### src/rtl/int_pkg.sv
// rtl/int_pkg.sv - shared constants and FSM encoding for the interrupt scheduler
package int_pkg;

    localparam int NUM_SRC = 5;

    localparam logic [2:0] SRC_IE0 = 3'd0;
    localparam logic [2:0] SRC_TF0 = 3'd1;
    localparam logic [2:0] SRC_IE1 = 3'd2;
    localparam logic [2:0] SRC_TF1 = 3'd3;
    localparam logic [2:0] SRC_SER = 3'd4;

    localparam int IE_EX0 = 0;
    localparam int IE_ET0 = 1;
    localparam int IE_EX1 = 2;
    localparam int IE_ET1 = 3;
    localparam int IE_ES  = 4;
    localparam int IE_EA  = 7;

    localparam int IP_PX0 = 0;
    localparam int IP_PT0 = 1;
    localparam int IP_PX1 = 2;
    localparam int IP_PT1 = 3;
    localparam int IP_PS  = 4;

    typedef enum logic {
        IDLE = 1'b0,
        REQ  = 1'b1
    } sched_state_t;

endpackage

### src/rtl/ext_int_detect.sv
// rtl/ext_int_detect.sv - external pin synchroniser with edge/level flag
module ext_int_detect #(
    parameter int SYNC_STAGES = 2
) (
    input  logic clk,
    input  logic reset,
    input  logic pin_n,
    input  logic edge_mode,
    input  logic ack_clr,
    input  logic sw_clr,
    output logic flag
);

    logic [SYNC_STAGES-1:0] sync;
    logic                   prev;
    logic                   sync_out;
    logic                   fall;

    assign sync_out = sync[SYNC_STAGES-1];
    assign fall     = prev & ~sync_out;

    always_ff @(posedge clk) begin
        if (!reset) begin
            sync <= '1;
            prev <= 1'b1;
            flag <= 1'b0;
        end else begin
            sync <= {sync[SYNC_STAGES-2:0], pin_n};
            prev <= sync_out;
            if (!edge_mode) begin
                flag <= ~sync_out;
            end else if (fall) begin
                // a new edge outranks a clear landing in the same cycle
                flag <= 1'b1;
            end else if (ack_clr || sw_clr) begin
                flag <= 1'b0;
            end
        end
    end

endmodule

### src/rtl/int_sched.sv
// rtl/int_sched.sv - two-level 8051 interrupt priority scheduler with req/ack handshake
module int_sched
    import int_pkg::*;
#(
    parameter int          SYNC_STAGES = 2,
    parameter logic [15:0] VEC_BASE    = 16'h0003
) (
    input  logic        clk,
    input  logic        reset,
    input  logic [7:0]  ie,
    input  logic [7:0]  ip,
    input  logic        it0,
    input  logic        it1,
    input  logic        int0_n,
    input  logic        int1_n,
    input  logic        tf0,
    input  logic        tf1,
    input  logic        ri_ti,
    input  logic [1:0]  flag_clr,
    input  logic        int_ack,
    input  logic        reti,
    output logic        int_req,
    output logic [15:0] int_vector,
    output logic [2:0]  int_src,
    output logic        ie0_flag,
    output logic        ie1_flag,
    output logic        clr_tf0,
    output logic        clr_tf1,
    output logic [1:0]  in_service
);

    sched_state_t       state, next_state;
    logic               load;
    logic               ack_fire;
    logic [NUM_SRC-1:0] flags;
    logic [NUM_SRC-1:0] pending;
    logic [NUM_SRC-1:0] elig_high;
    logic [NUM_SRC-1:0] elig_low;
    logic [NUM_SRC-1:0] elig;
    logic [2:0]         pick;
    logic [1:0]         is_next;
    logic               unused_bits;

    assign unused_bits = ^{ie[6:5], ip[7:5]};

    assign ack_fire = (state == REQ) && int_ack;
    assign int_req  = (state == REQ);

    ext_int_detect #(.SYNC_STAGES(SYNC_STAGES)) u_int0 (
        .clk       (clk),
        .reset     (reset),
        .pin_n     (int0_n),
        .edge_mode (it0),
        .ack_clr   (ack_fire && (int_src == SRC_IE0)),
        .sw_clr    (flag_clr[0]),
        .flag      (ie0_flag)
    );

    ext_int_detect #(.SYNC_STAGES(SYNC_STAGES)) u_int1 (
        .clk       (clk),
        .reset     (reset),
        .pin_n     (int1_n),
        .edge_mode (it1),
        .ack_clr   (ack_fire && (int_src == SRC_IE1)),
        .sw_clr    (flag_clr[1]),
        .flag      (ie1_flag)
    );

    assign flags     = {ri_ti, tf1, ie1_flag, tf0, ie0_flag};
    assign pending   = flags & ie[NUM_SRC-1:0] & {NUM_SRC{ie[IE_EA]}};
    assign elig_high = in_service[1] ? '0 : (pending & ip[NUM_SRC-1:0]);
    assign elig_low  = (in_service != 2'b00) ? '0 : (pending & ~ip[NUM_SRC-1:0]);
    assign elig      = (elig_high != '0) ? elig_high : elig_low;

    // lowest index wins within the chosen level
    always_comb begin
        pick = 3'd0;
        for (int k = NUM_SRC - 1; k >= 0; k--) begin
            if (elig[k]) begin
                pick = 3'(k);
            end
        end
    end

    always_comb begin
        next_state = state;
        load       = 1'b0;
        case (state)
            IDLE: begin
                if (elig != '0) begin
                    next_state = REQ;
                    load       = 1'b1;
                end
            end
            REQ: begin
                if (int_ack) begin
                    next_state = IDLE;
                end
            end
            default: next_state = IDLE;
        endcase
    end

    // reti retires the innermost level before a same-cycle ack opens a new one
    always_comb begin
        is_next = in_service;
        if (reti) begin
            if (is_next[1]) begin
                is_next[1] = 1'b0;
            end else begin
                is_next[0] = 1'b0;
            end
        end
        if (ack_fire) begin
            is_next[ip[int_src]] = 1'b1;
        end
    end

    always_ff @(posedge clk) begin
        if (!reset) begin
            state <= IDLE;
        end else begin
            state <= next_state;
        end
    end

    always_ff @(posedge clk) begin
        if (!reset) begin
            int_src    <= 3'd0;
            int_vector <= 16'h0000;
            in_service <= 2'b00;
            clr_tf0    <= 1'b0;
            clr_tf1    <= 1'b0;
        end else begin
            if (load) begin
                int_src    <= pick;
                int_vector <= VEC_BASE + {10'd0, pick, 3'b000};
            end
            in_service <= is_next;
            clr_tf0    <= ack_fire && (int_src == SRC_TF0);
            clr_tf1    <= ack_fire && (int_src == SRC_TF1);
        end
    end

endmodule

### config.mk
export PLATFORM = sky130hd
export DESIGN_NAME = int_sched
export DESIGN_NICKNAME = d
export VERILOG_FILES = /design/src/rtl/int_pkg.sv /design/src/rtl/ext_int_detect.sv /design/src/rtl/int_sched.sv
export SDC_FILE = /design/constraint.sdc
export NUM_CORES = 1
export LEC_CHECK = 0
export BUFFER_PORTS_ARGS = -buffer_cell sky130_fd_sc_hd__buf_2
export CAP_MARGIN = 20
export CORE_MARGIN = 5
export CORE_UTILIZATION = 45
export DETAILED_ROUTE_END_ITERATION = 7
export PLACE_DENSITY = 0.82
export RECOVER_POWER = 100
export SYNTH_ARGS = -nofsm -noshare
export SYNTH_HDL_FRONTEND = slang
export SYNTH_SLANG_ARGS = --single-unit
### constraint.sdc
create_clock -name clk -period 2.4 [get_ports clk]
set_input_delay 0.36 -clock clk [delete_from_list [all_inputs] [get_ports clk]]
set_output_delay 0.36 -clock clk [all_outputs]
set_load 0.005 [all_outputs]
==> Word-level counts from Yosys, hierarchy flattened <==
Index checks and enable logic that the tools add are counted.
{ "totals": {"word_cells": 69, "register_bits": 32, "out_inout_bits": 26, "input_bits": 29} }
{ "op_classes": {"n_eq_ne": 5, "muxes": 25, "addsub": 1, "bitwise_logic": 11, "magnitude_cmp": 3, "reduce_logical": 12} }
{ "op_table": {"columns": ["cell", "n"], "rows": [
  ["5-bit bitwise AND", 4],
  ["3-bit 2-to-1 mux", 5],
  ["5-bit 2-to-1 mux", 3],
  ["1-bit 2-to-1 mux", 12],
  ["5-bit nonzero test", 2],
  ["2-bit by 6-bit adder with 7-bit output, first input constant", 1],
  ["3-bit by 2-bit == test with 1-bit output, second input constant", 2],
  ["1-bit logical AND", 6],
  ["3-bit by 1-bit inequality test with 1-bit output, second input constant", 2],
  ["5-bit inverter", 1],
  ["3-bit by 4-bit < comparator with 1-bit output, second input constant", 1],
  ["2-bit 2-to-1 mux", 2],
  ["1-bit binary-select mux with 3-bit select", 1],
  ["3-bit by 1-bit == test with 1-bit output, second input constant", 1],
  ["3-bit zero test", 1],
  ["1-bit inverter", 3],
  ["1-bit bitwise AND", 2],
  ["1-bit logical OR", 2],
  ["1-bit by 2-bit < comparator with 1-bit output, second input constant", 1],
  ["2-bit bitwise OR", 1],
  ["1-bit case mux with 2 select lines", 1],
  ["2-bit nonzero test", 1],
  ["1-bit demux with 1-bit select", 1],
  ["1-bit >= comparator, second input constant", 1]
]} }

==> Logic depth before layout (Yosys ltp) <==
Gate-level depths: netlist of run 1.
{ "depth": {"word_depth": 12, "ltp_mapped": 6, "ltp_nobuf": 5} }

==> Modules after synthesis <==
Synthesis of run 1 repeated with hierarchy kept, for this count alone.
{ "unflattened": {"cells_unflattened": 115, "hier_area_um2": 1003.5} }
{ "modules_own_cells": {"columns": ["mod", "instances", "cells_each", "seq_area_each_um2", "area_per_inst_um2"], "rows": [
  ["int_sched", 1, 91, 180.2, 745.7],
  ["ext_int_detect", 2, 12, 80.1, 128.9]
]} }

==> Least setup slack after synthesis of run 1 <==
Ideal clock, no wire load.
{ "synth_path": {"kind": "input -> register", "startpoint": "input port ie[7]", "endpoint": "register int_src[0]", "required_time_ps": 2279, "setup_time_ps": 121, "setup_slack_ps": 836, "arrival_time_ps": 1443, "path_buffers": 1, "path_stages": 6, "cell_sequence": "buf_6 -> nand3_4 -> o21ai_4 -> nor2_2 -> o311ai_2 -> mux2_4"} }
{ "synth_via": {"elab_chain_len": 9, "elab_cells_between_ends": 14, "classes_between": "9 x mux; 3 x bitwise; 2 x reduce/logical"} }
{ "synth_rtl": {"columns": ["item", "line", "text"], "rows": [
  ["start, declared", "int_sched.sv:10", "input logic [7:0] ie,"],
  ["5-bit bitwise AND *", "int_sched.sv:70", "assign pending = flags & ie[NUM_SRC-1:0] & {NUM_SRC{ie[IE_EA]}};"],
  ["5-bit bitwise AND", "int_sched.sv:71", "assign elig_high = in_service[1] ? '0 : (pending & ip[NUM_SRC-1:0]);"],
  ["5-bit 2-to-1 mux", "int_sched.sv:71", null],
  ["5-bit nonzero test", "int_sched.sv:73", "assign elig = (elig_high != '0) ? elig_high : elig_low;"],
  ["5-bit 2-to-1 mux *", "int_sched.sv:73", null],
  ["3-bit 2-to-1 mux (4 in a row)", "int_sched.sv:79", "if (elig[k]) begin"],
  ["end signal, assigned", "int_sched.sv:136", "int_src <= pick;"],
  ["end, declared", "int_sched.sv:24", "output logic [2:0] int_src,"]
]} }
Mark *: on every way between the ends. The rest lies on a longest branch, timed or not.
A chain may end at the register's enable or synchronous reset.

==> Final worst setup path of run 1 <==
{ "layout_path": {"startpoint": "register in_service[1]", "endpoint": "register int_src[0]"} }
{ "layout_via": {"elab_chain_len": 7, "elab_cells_between_ends": 12, "classes_between": "9 x mux; 3 x reduce/logical"} }
{ "layout_rtl": {"columns": ["item", "line", "text"], "rows": [
  ["start, declared", "int_sched.sv:29", "output logic [1:0] in_service"],
  ["start signal, assigned", "int_sched.sv:139", "in_service <= is_next;"],
  ["5-bit 2-to-1 mux or 2-bit nonzero test (tied branches)", "int_sched.sv:71, int_sched.sv:72", null],
  ["5-bit nonzero test or 5-bit 2-to-1 mux (tied branches)", "int_sched.sv:73, int_sched.sv:72", null],
  ["5-bit 2-to-1 mux *", "int_sched.sv:73", null],
  ["3-bit 2-to-1 mux (4 in a row)", "int_sched.sv:79", null]
]} }
Marks and branches as above.

==> out/results.txt, run 1 <==
Status -> finished clean
Max Transition Viols Final -> 0
Yosys warns -> 0
Worst slack, placed -> 0.625 ns
Min Tclk post-route -> 1.92 ns
Post-synth EDFFs -> 0
Top cell type by total area after synthesis -> dfxtp_1
Initial Util -> 45.8%
Crit path kind -> register to register
GRT Util Overall -> 16.0%
CORE AREA -> 2410 µm²
Die Area -> 3550 µm²
CTS sink count -> 17
Count of unique library cells instantiated by Yosys -> 41
Relative slew slack -> 53.2%
P_leak -> 0.518 nW
Final setup viols -> 0
CP max FO -> 7
Routability cong. -> 1.00
RSZ-0062 raised after global routing -> no
IO Pins -> 55
Max VDD drop -> 496 µV
Vert. Die Dim -> 59.6 µm
Dpl cells -> 184
Num CTS Buffers -> 3
Synth top area share -> 30.8%
Area contributors post-synth -> dfxtp_1 (31%), buf_4 (10%), mux4_2 (4.1%), nand4b_1 (4.0%), a21oi_1 (3.6%)
Hold crit path type -> primary input to register
# rows -> 18
Crit-path cells -> nand2b_4, o21ai_4, nor2_1, o311ai_0, mux2_4
Worst path bufs/invs -> 0
Commonest non-fill, non-tap cell in the layout -> buf_2
Clock Path Buffers -> 2
DRT Wirelength -> 2770 µm
Initial antenna violation count -> 0
Post-Syn Area -> 1100 µm²
Via count -> 1041
CTS HTree Levels -> 1
Total power -> 0.594 mW
CP arrival -> 2.10 ns
Post-DP Area -> 1260 µm²
Vias/cell -> 5.54
Setup TNS -> 0 ns
Drt pass-1 iters -> 4
Fmax -> 521 MHz
Ratio of cells with drive above 1 in the final layout -> 31.6%
FF+latch count, synth -> 17
Vias in the first global route -> 971
Measured slew at the worst slew-check pin -> 0.702 ns
Port buffer count -> 41
Post-route ant nets -> 0
Final core utilization -> 52.2%
Syn-to-layout area delta -> 13.9%
Grt ovf -> 0
# hold bufs at CTS -> 0
Number of max-cap violations -> 0
Family with the most delay on the worst path -> compound AO/OA/AOI/OAI gates
Worst path max stage delay -> 0.58 ns
Root Driver -> clkbuf_4
Worst-Skew Late Latency -> 0.29 ns
Req. time, crit path -> 2.58 ns
Final instance area -> 1260 µm²
Post-route insts no fill -> 188
Syn_area_per_cell -> 9.21 µm²
Largest net degree at the start of global routing -> 18
Crit share post-route -> 79.9%
Detailed Route Iter0 Violations -> 37
CTS tree -> yes
Critical path endpoint category -> register
First-pass GRT wire length -> 4360 µm
Post-synth ARST share -> 0%
Ant. Diodes -> 0
DRC Markers -> 0
Setup Skew -> 0.00873 ns
Crit path launch type -> register
Post-cts gate resize count -> 0
Cells after Synth -> 120
Fin nets -> 188
Most frequent cells in the layout -> buf_2 (34), dfxtp_1 (17), conb_1 (11)
Detailed Place HPWL -> 2230 µm
Seq/Total Area, Yosys -> 30.8%
Worst Slack Setup Final -> 0.482 ns
Hold Fails Final Rpt -> 0
PD cells -> 472 nW/µm²
Top_reg_cell synth -> dfxtp_1
Mean routed wirelength per cell -> 14.7 µm
Max stage delay cell, worst path -> o311ai_0
Final hold slack -> 0.244 ns
Clock-pin transition on the worst setup and hold timing paths -> 0.10 ns
Die Wd -> 59.6 µm
Post CTS Setup Buffer Count -> 0
[registers in the layout, indices dropped and copies added, names as in the netlist]
register     count
u_int1.prev      1
int_vector       1
int_src          3
in_service       2
u_int0.sync      2
clr_tf0          1
u_int0.flag      1
int_req          1
clr_tf1          1
u_int1.flag      1
u_int1.sync      2
u_int0.prev      1
[worst paths after layout]
path / from / end / slack, ns / cells after the start
worst max-delay path: in_service[1]$_SDFF_PN0_ / int_src[0]$_SDFFE_PN0P_ / 0.48 / 5
worst max register to register: in_service[1]$_SDFF_PN0_ / int_src[0]$_SDFFE_PN0P_ / 0.48 / 5
worst min register to register: u_int0.sync[0]$_SDFF_PN1_ / u_int0.sync[1]$_SDFF_PN1_ / 0.41 / 1
worst min-delay path: int0_n / u_int0.sync[0]$_SDFF_PN1_ / 0.24 / 2
[metal layers]
layer / part of all wire (%) / wire, µm / global-route usage (%)
met5: 0 / 0 / 0
met4: 1.5 / 41 / 4.75
met3: 9.9 / 273 / 5.66
met2: 51 / 1420 / 27.5
met1: 37 / 1030 / 18.7
[power by group]
group	total (mW)	switching, mW	internal, mW
logic	0.131	0.0706	0.0608
registers	0.314	0.0180	0.296
clock network	0.148	0.0865	0.0619
[worst register-to-register path, stage by stage, from the launching register on]
cell and delay, ns:
dfxtp_1 0.38, nand2b_4 0.18, o21ai_4 0.19, nor2_1 0.12, o311ai_0 0.58, mux2_4 0.35
[cell families after synthesis]
family	count (synthesis)	share of synthesized area, %
buffers and inverters	21	12.9
multiplexers	4	6.34
other	1	0.339
AO/OA/AOI/OAI	28	20.5
flip-flops	17	30.8
AND/OR/NAND/NOR	49	29.1
[layout make-up]
cell class	instances	area, µm²
Inverter	4	15.0
Clock buffer	3	22.5
Fill cell	238	1150
Clock inverter	1	5.00
Tap cell	30	37.5
Timing Repair Buffer	41	196
Multi-Input combinational cell	92	642
Sequential cell	17	340
[synthesized netlist by cell type, drive strengths merged (4+ instances only)]
library cell / instances
a21oi: 8
buf: 16
dfxtp: 17
inv: 4
nand2: 4
nand2b: 8
nand3: 9
nand4b: 5
nor2: 5
nor4: 4
o21ai: 5
Note: power is estimated with default switching activity, not from simulation.
==> run 2: changes to the inputs <==
--- a/config.mk
+++ b/config.mk
@@ -8,9 +8,9 @@
 export BUFFER_PORTS_ARGS = -buffer_cell sky130_fd_sc_hd__buf_2
 export CAP_MARGIN = 20
 export CORE_MARGIN = 5
-export CORE_UTILIZATION = 45
+export CORE_UTILIZATION = 41
 export DETAILED_ROUTE_END_ITERATION = 7
-export PLACE_DENSITY = 0.82
+export PLACE_DENSITY = 0.79
 export RECOVER_POWER = 100
 export SYNTH_ARGS = -nofsm -noshare
 export SYNTH_HDL_FRONTEND = slang
==> constraint.sdc (replaced) <==
create_clock -name clk -period 1.7 [get_ports clk]
set_input_delay 0.255 -clock clk [delete_from_list [all_inputs] [get_ports clk]]
set_output_delay 0.255 -clock clk [all_outputs]
set_load 0.005 [all_outputs]
==> out/results.txt, run 2 (synthesis gave the netlist of run 1 again) <==
R2r setup slk -> 0.1 ns
Measured slew at the worst slew-check pin -> 0.653 ns
Worst Slack Setup Final -> 0.0952 ns
Drt pass-1 iters -> 4
Setup TNS -> 0 ns
P_sw -> 0.249 mW
Initial Util -> 43.8%
Commonest non-fill, non-tap cell in the layout -> buf_2
Status -> finished clean
Detailed Place HPWL -> 2300 µm
Share of total power in the clock network -> 24.7%
Routability cong. -> 0.879
Req. time, crit path -> 1.88 ns
Clock-pin transition on the worst setup and hold timing paths -> 0.09 ns
Hold EP -> u_int0.sync[0]$_SDFF_PN1_
Hold Path Origin -> int0_n
Hold crit path type -> primary input to register
Hold path cells -> 2
CTS sink count -> 17
Number of max-cap violations -> 0
Hold Fails Final Rpt -> 0
Die Area -> 3830 µm²
RSZ-0062 raised after global routing -> no
CORE AREA -> 2520 µm²
Power Internal -> 0.604 mW
Biggest register -> int_src
Max Transition Viols Final -> 0
IO Pins -> 55
Cell count of the worst reg-to-reg path -> 5
GRT Util Overall -> 15.7%
Syn-to-layout area delta -> 19.3%
Setup Skew -> 0.000826 ns
Crit path kind -> register to register
Relative slew slack -> 56.5%
Flop pwr share -> 51.4%
CP max FO -> 7
Final setup viols -> 0
Vert. Die Dim -> 61.9 µm
Port buffer count -> 41
Clock Path Buffers -> 2
DRT Wirelength -> 2830 µm
Post-route ant nets -> 0
Logic pwr share -> 23.9%
Fin nets -> 193
Crit path launch type -> register
First-pass GRT wire length -> 4450 µm
Initial antenna violation count -> 0
Num CTS Buffers -> 3
CTS tree -> yes
Mean routed wirelength per cell -> 14.7 µm
Switch share -> 29.2%
Ratio of cells with drive above 1 in the final layout -> 36.8%
Crit share post-route -> 94.4%
Root Driver -> clkbuf_4
Via count -> 1030
DRC Markers -> 0
Fmax -> 623 MHz
Most frequent cells in the layout -> buf_2 (34), dfxtp_1 (15), conb_1 (11)
R2R Path Start -> in_service[1]$_SDFF_PN0_
Ant. Diodes -> 0
PD cells -> 647 nW/µm²
CTS HTree Levels -> 1
Largest register FFs -> 3
Largest net degree at the start of global routing -> 18
P_leak -> 0.543 nW
Grt ovf -> 0
CP arrival -> 1.78 ns
FF-to-FF End -> int_src[0]$_SDFFE_PN0P_
Vias/cell -> 5.34
Min Tclk post-route -> 1.60 ns
Die Wd -> 61.9 µm
Detailed Route Iter0 Violations -> 27
Worst-Skew Late Latency -> 0.28 ns
# hold bufs at CTS -> 0
# rows -> 18
Total power -> 0.852 mW
Worst slack, placed -> 0.0539 ns
Vias in the first global route -> 993
Critical path endpoint category -> register
Max VDD drop -> 587 µV
[run 2: worst max-delay path by stage]
stage / startpoint / end / slack (ns) / cells past startpoint
CTS: in_service[1]$_SDFF_PN0_ / int_src[0]$_SDFFE_PN0P_ / 0.03 / 5
floorplan: in_service[1]$_SDFF_PN0_ / int_src[0]$_SDFFE_PN0P_ / 0.20 / 5
detailed placement: ie[7] / int_src[0]$_SDFFE_PN0P_ / 0.05 / 6
global placement: ie[7] / int_src[0]$_SDFFE_PN0P_ / 0.07 / 6
global route: int_src[0]$_SDFFE_PN0P_ / in_service[0]$_SDFF_PN0_ / 0.02 / 4
finish: in_service[1]$_SDFF_PN0_ / int_src[0]$_SDFFE_PN0P_ / 0.1 / 5
[run 2: layout make-up]
type / instances / area [µm²]
clock buffers: 4 / 26.3
fillers: 244 / 1200
inverters: 4 / 15.0
multi-input cells: 92 / 664
flip-flops and latches: 17 / 343
well taps: 30 / 37.5
repair buffers: 46 / 231
[run 2: metal layers]
layer	vias up	wire, µm	track usage [%]
met3	0	197	5.17
met4	0	0	1.21
met1	486	1190	19.4
met5	-	0	0
li1	507	-	-
met2	37	1450	27.8
[run 2: what timing repair did]
item                       in CTS  in global routing
setup endpoints to repair       0                  1
gates resized for setup         0                  3
setup buffers                   0                  1
[run 2: critical path: stages (launching register included)]
cell	delay [ns]
dfxtp_2	0.37
nand2b_4	0.16
o21ai_4	0.21
nor2_2	0.09
o311ai_2	0.34
mux2_4	0.33
[run 2: metrics by stage]
stage          util, %  cell area (µm²)  hold WS [ns]  cells
4_1_cts           52.1             1310         0.129    192
3_5_place_dp      51.0             1290         0.396    188
3_3_place_gp      51.0             1290         0.388    188
6_report          52.2             1320         0.146    193
2_1_floorplan        -             1140         0.328    130
5_1_grt           52.2             1320         0.143    193
[run 2: power groups by stage]
stage	Sequential, mW	Clock, mW	Combinational, mW
floorplan	0.447	0	0.139
global placement	0.446	0	0.200
detailed placement	0.447	0	0.202
CTS	0.438	0.224	0.203
global route	0.442	0.249	0.228
finish	0.438	0.211	0.203
